===== config.mk =====
export PLATFORM = sky130hd
export DESIGN_NAME = fetch_ctrl
export DESIGN_NICKNAME = d
export VERILOG_FILES = /design/src/rtl/fetch_ctrl_pkg.sv /design/src/rtl/fetch_ctrl_ifid_reg.sv /design/src/rtl/fetch_ctrl.sv
export SDC_FILE = /design/constraint.sdc
export NUM_CORES = 1
export LEC_CHECK = 0
export ABC_AREA = 1
export CORE_MARGIN = 2
export CORE_UTILIZATION = 46
export DETAILED_ROUTE_END_ITERATION = 8
export PLACE_DENSITY = 0.78
export SLEW_MARGIN = 20
export SYNTH_ARGS = -nofsm -noshare
export SYNTH_HDL_FRONTEND = slang
export SYNTH_HIERARCHICAL = 1
export SYNTH_SLANG_ARGS = --single-unit

===== constraint.sdc =====
create_clock -name clk -period 2.6 [get_ports clk]
set_clock_uncertainty 0.15 [all_clocks]
set_input_delay 0.52 -clock clk [delete_from_list [all_inputs] [get_ports clk]]
set_output_delay 0.52 -clock clk [all_outputs]
set_load 0.02 [all_outputs]

===== src/rtl/fetch_ctrl_pkg.sv =====
// Shared pipeline constants: instruction width, NOP bubble encoding, fetch FSM states.
package fetch_ctrl_pkg;

    localparam int unsigned INSTR_W = 16;
    localparam int unsigned PC_W    = 16;

    // Encoding placed in IF/ID whenever the latch is flushed to a bubble.
    localparam logic [INSTR_W-1:0] NOP_ENC = 16'h0800;

    typedef enum logic [1:0] {
        RUN     = 2'd0,
        DRAIN   = 2'd1,
        HALT_ST = 2'd2
    } fetch_state_e;

endpackage


===== src/rtl/fetch_ctrl_ifid_reg.sv =====
// IF/ID pipeline latch with write enable and bubble flush.
module ifid_reg
    import fetch_ctrl_pkg::*;
#(
    parameter logic [INSTR_W-1:0] NOP_INSTR = NOP_ENC
) (
    input  logic               clk,
    input  logic               rst_n,
    input  logic               write_en,
    input  logic               flush,
    input  logic [INSTR_W-1:0] instr,
    input  logic [PC_W-1:0]    pc2,
    output logic [INSTR_W-1:0] ifid_instr,
    output logic [PC_W-1:0]    ifid_pc2,
    output logic               ifid_valid
);

    // Reset beats flush beats load; flush leaves pc2 untouched since a bubble never uses it.
    always_ff @(posedge clk) begin
        if (!rst_n) begin
            ifid_instr <= NOP_INSTR;
            ifid_pc2   <= '0;
            ifid_valid <= 1'b0;
        end else if (flush) begin
            ifid_instr <= NOP_INSTR;
            ifid_valid <= 1'b0;
        end else if (write_en) begin
            ifid_instr <= instr;
            ifid_pc2   <= pc2;
            ifid_valid <= 1'b1;
        end
    end

endmodule


===== src/rtl/fetch_ctrl.sv =====
// Fetch stage: PC register, redirect/stall handling and HALT drain sequencing.
module fetch_ctrl
    import fetch_ctrl_pkg::*;
#(
    parameter logic [INSTR_W-1:0] NOP_INSTR    = NOP_ENC,
    parameter int unsigned        DRAIN_CYCLES = 3
) (
    input  logic               clk,
    input  logic               rst_n,
    input  logic               pcWrite,
    input  logic               ifid_write,
    input  logic               branch_taken,
    input  logic [PC_W-1:0]    branch_target,
    input  logic               halt_dec,
    input  logic [INSTR_W-1:0] imem_instr,
    output logic [PC_W-1:0]    imem_addr,
    output logic [INSTR_W-1:0] ifid_instr,
    output logic [PC_W-1:0]    ifid_pc2,
    output logic               ifid_valid,
    output logic               halted
);

    localparam int unsigned CNT_W = $clog2(DRAIN_CYCLES) + 1;

    fetch_state_e     state_q, state_d;
    logic [CNT_W-1:0] cnt_q, cnt_d;
    logic [PC_W-1:0]  pc_q, pc_d;
    logic [PC_W-1:0]  pc_plus2;
    logic             ifid_we;
    logic             ifid_flush;

    assign pc_plus2  = pc_q + PC_W'(2);
    assign imem_addr = pc_q;

    // State, drain counter, PC and halted flag registers.
    always_ff @(posedge clk) begin
        if (!rst_n) begin
            state_q <= RUN;
            cnt_q   <= '0;
            pc_q    <= '0;
            halted  <= 1'b0;
        end else begin
            state_q <= state_d;
            cnt_q   <= cnt_d;
            pc_q    <= pc_d;
            halted  <= (state_d == HALT_ST);
        end
    end

    // Next-state and control: redirect > halt > per-signal hold > sequential fetch.
    always_comb begin
        state_d    = state_q;
        cnt_d      = cnt_q;
        pc_d       = pc_q;
        ifid_we    = 1'b0;
        ifid_flush = 1'b0;
        case (state_q)
            RUN: begin
                if (branch_taken) begin
                    pc_d       = branch_target;
                    ifid_flush = 1'b1;
                end else if (halt_dec) begin
                    ifid_flush = 1'b1;
                    state_d    = DRAIN;
                    cnt_d      = CNT_W'(DRAIN_CYCLES - 1);
                end else begin
                    if (pcWrite) begin
                        pc_d = pc_plus2;
                    end
                    ifid_we = ifid_write;
                end
            end
            DRAIN: begin
                if (cnt_q == '0) begin
                    state_d = HALT_ST;
                end else begin
                    cnt_d = cnt_q - CNT_W'(1);
                end
            end
            HALT_ST: begin
            end
            default: begin
                state_d = RUN;
            end
        endcase
    end

    ifid_reg #(
        .NOP_INSTR (NOP_INSTR)
    ) u_ifid_reg (
        .clk        (clk),
        .rst_n      (rst_n),
        .write_en   (ifid_we),
        .flush      (ifid_flush),
        .instr      (imem_instr),
        .pc2        (pc_plus2),
        .ifid_instr (ifid_instr),
        .ifid_pc2   (ifid_pc2),
        .ifid_valid (ifid_valid)
    );

endmodule


Yosys cells after proc, flatten, opt, wreduce, memory -nomap -nowiden
Cells that the tools add are included.
- flip-flop bits (word level): 55
- input port bits: 38
- output and inout port bits: 50
- mux-type cells: 17
- equal/unequal tests: 7
- reductions and logical operators: 8
- add/sub/neg operators: 2
- bitwise operators: 2
- operators by type and width (kind ; count):
    16-bit two-way mux ; 3
    16-bit by 2-bit adder with 16-bit output, second input constant ; 1
    3-bit two-way mux ; 3
    2-bit != test, second input constant ; 4
    1-bit two-way mux ; 6
    2-bit two-way mux ; 3
    2-bit one-hot mux with 3 select lines ; 1
    3-bit one-hot mux with 2 select lines ; 1
    2-bit equality test, second input constant ; 2
    4-bit AND reduction ; 1
    2-bit nonzero test ; 2
    3-bit zero test ; 1
    3-bit AND reduction ; 1
    3-bit by 1-bit subtractor with 3-bit output, second input constant ; 1
    2-bit by 1-bit equality test with 1-bit output, second input constant ; 1
    2-bit zero test ; 1
    1-bit NOT ; 2
    2-bit AND reduction ; 1
    2-bit OR reduction ; 1

Longest topological paths before layout
- word-level depth: 5
- depth in mapped cells: 11
- gate-level depth less buffers: 11

Modules after synthesis
Netlist, hierarchy kept.
- modules (own cells, without submodules) (module ; instances ; area each (um2) ; cells each):
    fetch_ctrl ; 1 ; 1420.1 ; 195
    ifid_reg ; 1 ; 1365.1 ; 177

Worst setup path before layout
OpenSTA, ideal clock, no wires.
- path type: input port to flip-flop
- start: in branch_taken
- end: reg u_ifid_reg.ifid_instr[10]
- arrival time: 1743 ps
- stages on the path: 8
- path buffers: 3
- slack: 591 ps
- cells stage by stage: inv_2 -> buf_6 -> buf_2 -> a21oi_1 -> inv_4 -> nand2_2 -> buf_6 -> a21oi_1
- word-level cells in the longest chain between the ends: 3
- elaborated cells between the ends (all ways): 5
- those cells by class: 4 x mux; 1 x reduce/logical
- ends and longest elaborated chain (item ; line ; text):
    start: declaration ; fetch_ctrl.sv:12 ; input logic branch_taken,
    1-bit two-way mux ; fetch_ctrl.sv:59 ; if (branch_taken) begin
    1-bit two-way mux ; fetch_ctrl.sv:57 ; case (state_q)
    net ifid_flush ; fetch_ctrl.sv:30 ; logic ifid_flush;
    2-bit OR reduction (no source line) ; - ;
    end signal: assignment ; fetch_ctrl_ifid_reg.sv:28 ; ifid_instr <= instr;
    end: declaration ; fetch_ctrl_ifid_reg.sv:13 ; output logic [INSTR_W-1:0] ifid_instr,
The timed path passes the listed nets, and every way through them passes these cells.
A chain may end at the register's enable or synchronous reset.

Worst setup path after layout
- start: reg pc_q[5] (netlist: imem_addr[5])
- end: out imem_addr[5]
- RTL lines (item ; line ; text):
    start: declaration ; fetch_ctrl.sv:27 ; logic [PC_W-1:0] pc_q, pc_d;
    start signal: assignment ; fetch_ctrl.sv:45 ; pc_q <= pc_d;
    end: declaration ; fetch_ctrl.sv:16 ; output logic [PC_W-1:0] imem_addr,
No word-level cell between the ends.

==> flow_summary.ini <==
[outcome]
outcome = finished clean

[global_routing]
grt_max_degree = 32
track_usage_pct = 19.9
overflow = 0
grt_pass1_vias = 2364
grt_pass1_wl_mm = 10.5
antenna_found_initial = 0

[pwr]
switching_share_pct = 29.6
combinationalPowerShare_pct = 23.2
internal_power_mw = 1.39
p_switching_mw = 0.584
ir_worst_vdd_uv = 333
p_seq_share_pct = 47.8
p_leak_nw = 1.46
p_total_mw = 1.98
power_frac_clock_pct = 29.0
powerDensity_nw_per_um2 = 523

[floorplanning]
rows = 28
die_w_um = 81.8
ioPinCount = 88
dieArea_um2 = 6690
initial_core_util_pct = 47.3
core-area_um2 = 5890
die_h_um = 81.8

[critical_path]
critPathSlowestCell = clkdlybuf4s50_1
r2r_end = u_ifid_reg/ifid_pc2[11]
worstPathRequired_ns = 1.93
crit_start = imem_addr[5]
reg2reg_slack_ns = 0.84
r2r_cells = 10
path_class = reg -> out
max_stage_delay_ns = 0.66
worst-path-stages = 1
crit_family = buffers and inverters
endpoint_kind = primary output
critPathCapture = imem_addr[5]
cp_max_fo = 5
cp_cell_sequence = clkdlybuf4s50_1
path_buf_inv = 1
r2r-start = imem_addr[2]
critPathArrivalTime_ns = 1.45
startpoint_type = flop

[layout]
fin_cells = 530
postLayoutCellArea_um2 = 3780
area_delta_synth_final_pct = 35.7
final_common_cell = clkdlybuf4s50_1
n_fill_cell = 521
nets = 495
layout_common_cells = clkdlybuf4s50_1 (87), nand2_1 (85), dfxtp_1 (55), nor2_1 (41), inv_1 (32)
drive_gt1_share_pct = 11.6
diodes = 0

[synthesis]
ys_ff_latch = 55
synth-warning-count = 6
synth_cell_types = 35
netlist_area_um2 = 2790
postSynthAreaPerCell_um2 = 7.49
synth-edff-count = 0
yosysSeqAreaShare_pct = 39.5
synth_ff_type = dfxtp_1
netlist_instances = 372
async_flop_share_pct = 0
syn_nets = 413

[placement]
dp.cells = 522
place_hpwl_mm = 4.82
place_area_um2 = 3660
routabilityCongestion = 0.835
portBuffers = 87

[sta]
min_period_ns = 2.12
tightest_slew_ns = 0.351
setup_viol = 0
fin_setup_tns_ns = 0
finalHoldViolCount = 0
clock.fmax_ghz = 0.472
relSlewSlack_pct = 76.6
fin_crit_sh_pct = 81.5
slew_viol_final = 0
rsz0062_at_grt = no

[clock_tree]
clk_pin_slew_ns = 0.10
cts_sinks = 55
clockRootBuffer = clkbuf_8
post_cts_buffers = 0
cts_hold_buf = 0
htreeDepth = 2
cts_made_buffers = 5
cts_buffer_depth = 2
clk_latency_ns = 0.30
cts_resized = 0
tritoncts = done

[routing]
viasPerCell = 4.83
drt_iter0_drc = 87
ant_nets = 0
drtPass1Iterations = 4
drcViolationCount = 0
avgRoutedWirePerCell_um = 12.0
vias = 2560
wirelength_mm = 6.37

[run]
cap_viol_max_count = 0

[worst_hold_path]
worst_hold_path_type = reg -> reg
[registers in the layout (all words and copies together), names as in the netlist]
| register | cells |
|---|---|
| u_ifid_reg/ifid_valid | 1 |
| u_ifid_reg/ifid_instr | 16 |
| halted | 1 |
| imem_addr | 16 |
| cnt_q | 3 |
| state_q | 2 |
| u_ifid_reg/ifid_pc2 | 16 |
[worst min path at each step]
stage / to / slack (ns) / cells past startpoint / start
CTS: u_ifid_reg/ifid_instr[12] / 0.32 / 2 / u_ifid_reg/ifid_instr[12]
global placement: u_ifid_reg/ifid_instr[7] / 0.30 / 2 / u_ifid_reg/ifid_instr[7]
global route: u_ifid_reg/ifid_instr[3] / 0.34 / 2 / u_ifid_reg/ifid_instr[3]
detailed placement: u_ifid_reg/ifid_instr[11] / 0.30 / 2 / u_ifid_reg/ifid_instr[11]
floorplan: imem_addr[0] / 0.31 / 2 / imem_addr[0]
finish: u_ifid_reg/ifid_instr[9] / 0.32 / 2 / u_ifid_reg/ifid_instr[9]
[Yosys cell counts (3+ instances only)]
| library cell | number | share of area [%] |
|---|---|---|
| nor2_2 | 4 | 0.90 |
| buf_4 | 7 | 1.9 |
| a21boi_1 | 6 | 1.6 |
| inv_2 | 4 | 0.54 |
| nand3_2 | 13 | 4.7 |
| nor2_4 | 4 | 1.6 |
| buf_6 | 5 | 2.0 |
| nand4_1 | 4 | 0.90 |
| a21boi_0 | 4 | 1.1 |
| inv_1 | 32 | 4.3 |
| buf_2 | 4 | 0.72 |
| nor2_1 | 42 | 5.7 |
| nand2_2 | 5 | 1.1 |
| nand3_1 | 18 | 3.2 |
| xnor2_1 | 3 | 0.94 |
| and2_1 | 4 | 0.90 |
| ha_1 | 3 | 1.3 |
| o21ai_0 | 17 | 3.1 |
| nand2_1 | 85 | 11 |
| a21oi_1 | 30 | 5.4 |
| a31oi_1 | 5 | 1.1 |
| dfxtp_1 | 55 | 40 |
[logic make-up after synthesis]
family / Yosys count / share of synthesized area, %
compound gates: 69 / 14.7
xor+xnor: 7 / 2.74
fa+ha+maj: 3 / 1.35
buf+inv: 57 / 10.3
flops: 55 / 39.5
simple gates: 181 / 31.4
[power by group through the flow]
stage          sequential (mW)  combinational [mW]  clock, mW
2_1_floorplan             1.00               0.238          0
3_3_place_gp             0.961               0.450          0
3_5_place_dp             0.963               0.457          0
4_1_cts                  0.944               0.460      0.590
5_1_grt                  0.952               0.503      0.622
6_report                 0.945               0.458      0.573
[cell type report]
class	instances	area (µm²)	area share (%)
clock inverter	3	46.3	1.22
timing repair buffer	94	923	24.4
sequential	55	1100	29.1
inverter	38	148	3.91
tap	75	93.8	2.48
clock buffer	5	68.8	1.82
multi-input combinational	260	1400	37.0
[per-stage QoR]
step	setup slack [ns]	util, %	hold WS, ns
global placement	0.329	62.3	0.298
CTS	0.473	64.2	0.321
floorplan	0.591	-	0.313
finish	0.480	64.2	0.317
detailed placement	0.273	62.3	0.305
global route	0.428	64.2	0.342
[metal layers]
layer | up-vias | part of all wire, % | global-route usage (%)
met1 | 1115 | 48 | 26.8
li1 | 1354 | - | -
met2 | 82 | 45 | 32.4
met4 | 0 | 1.2 | 5.33
met5 | - | 0 | 0
met3 | 9 | 6.6 | 4.07
[worst reg2reg max path, delay by kind of cell (launching register included)]
family | cells | cell delay (ns)
AOI/OAI and AO/OA | 1 | 0.12
adders and majority gates | 1 | 0.23
buffers and inverters | 2 | 0.18
DFF | 1 | 0.43
and+or+nand+nor | 6 | 0.58
Note: power is estimated with default switching activity, not from simulation.
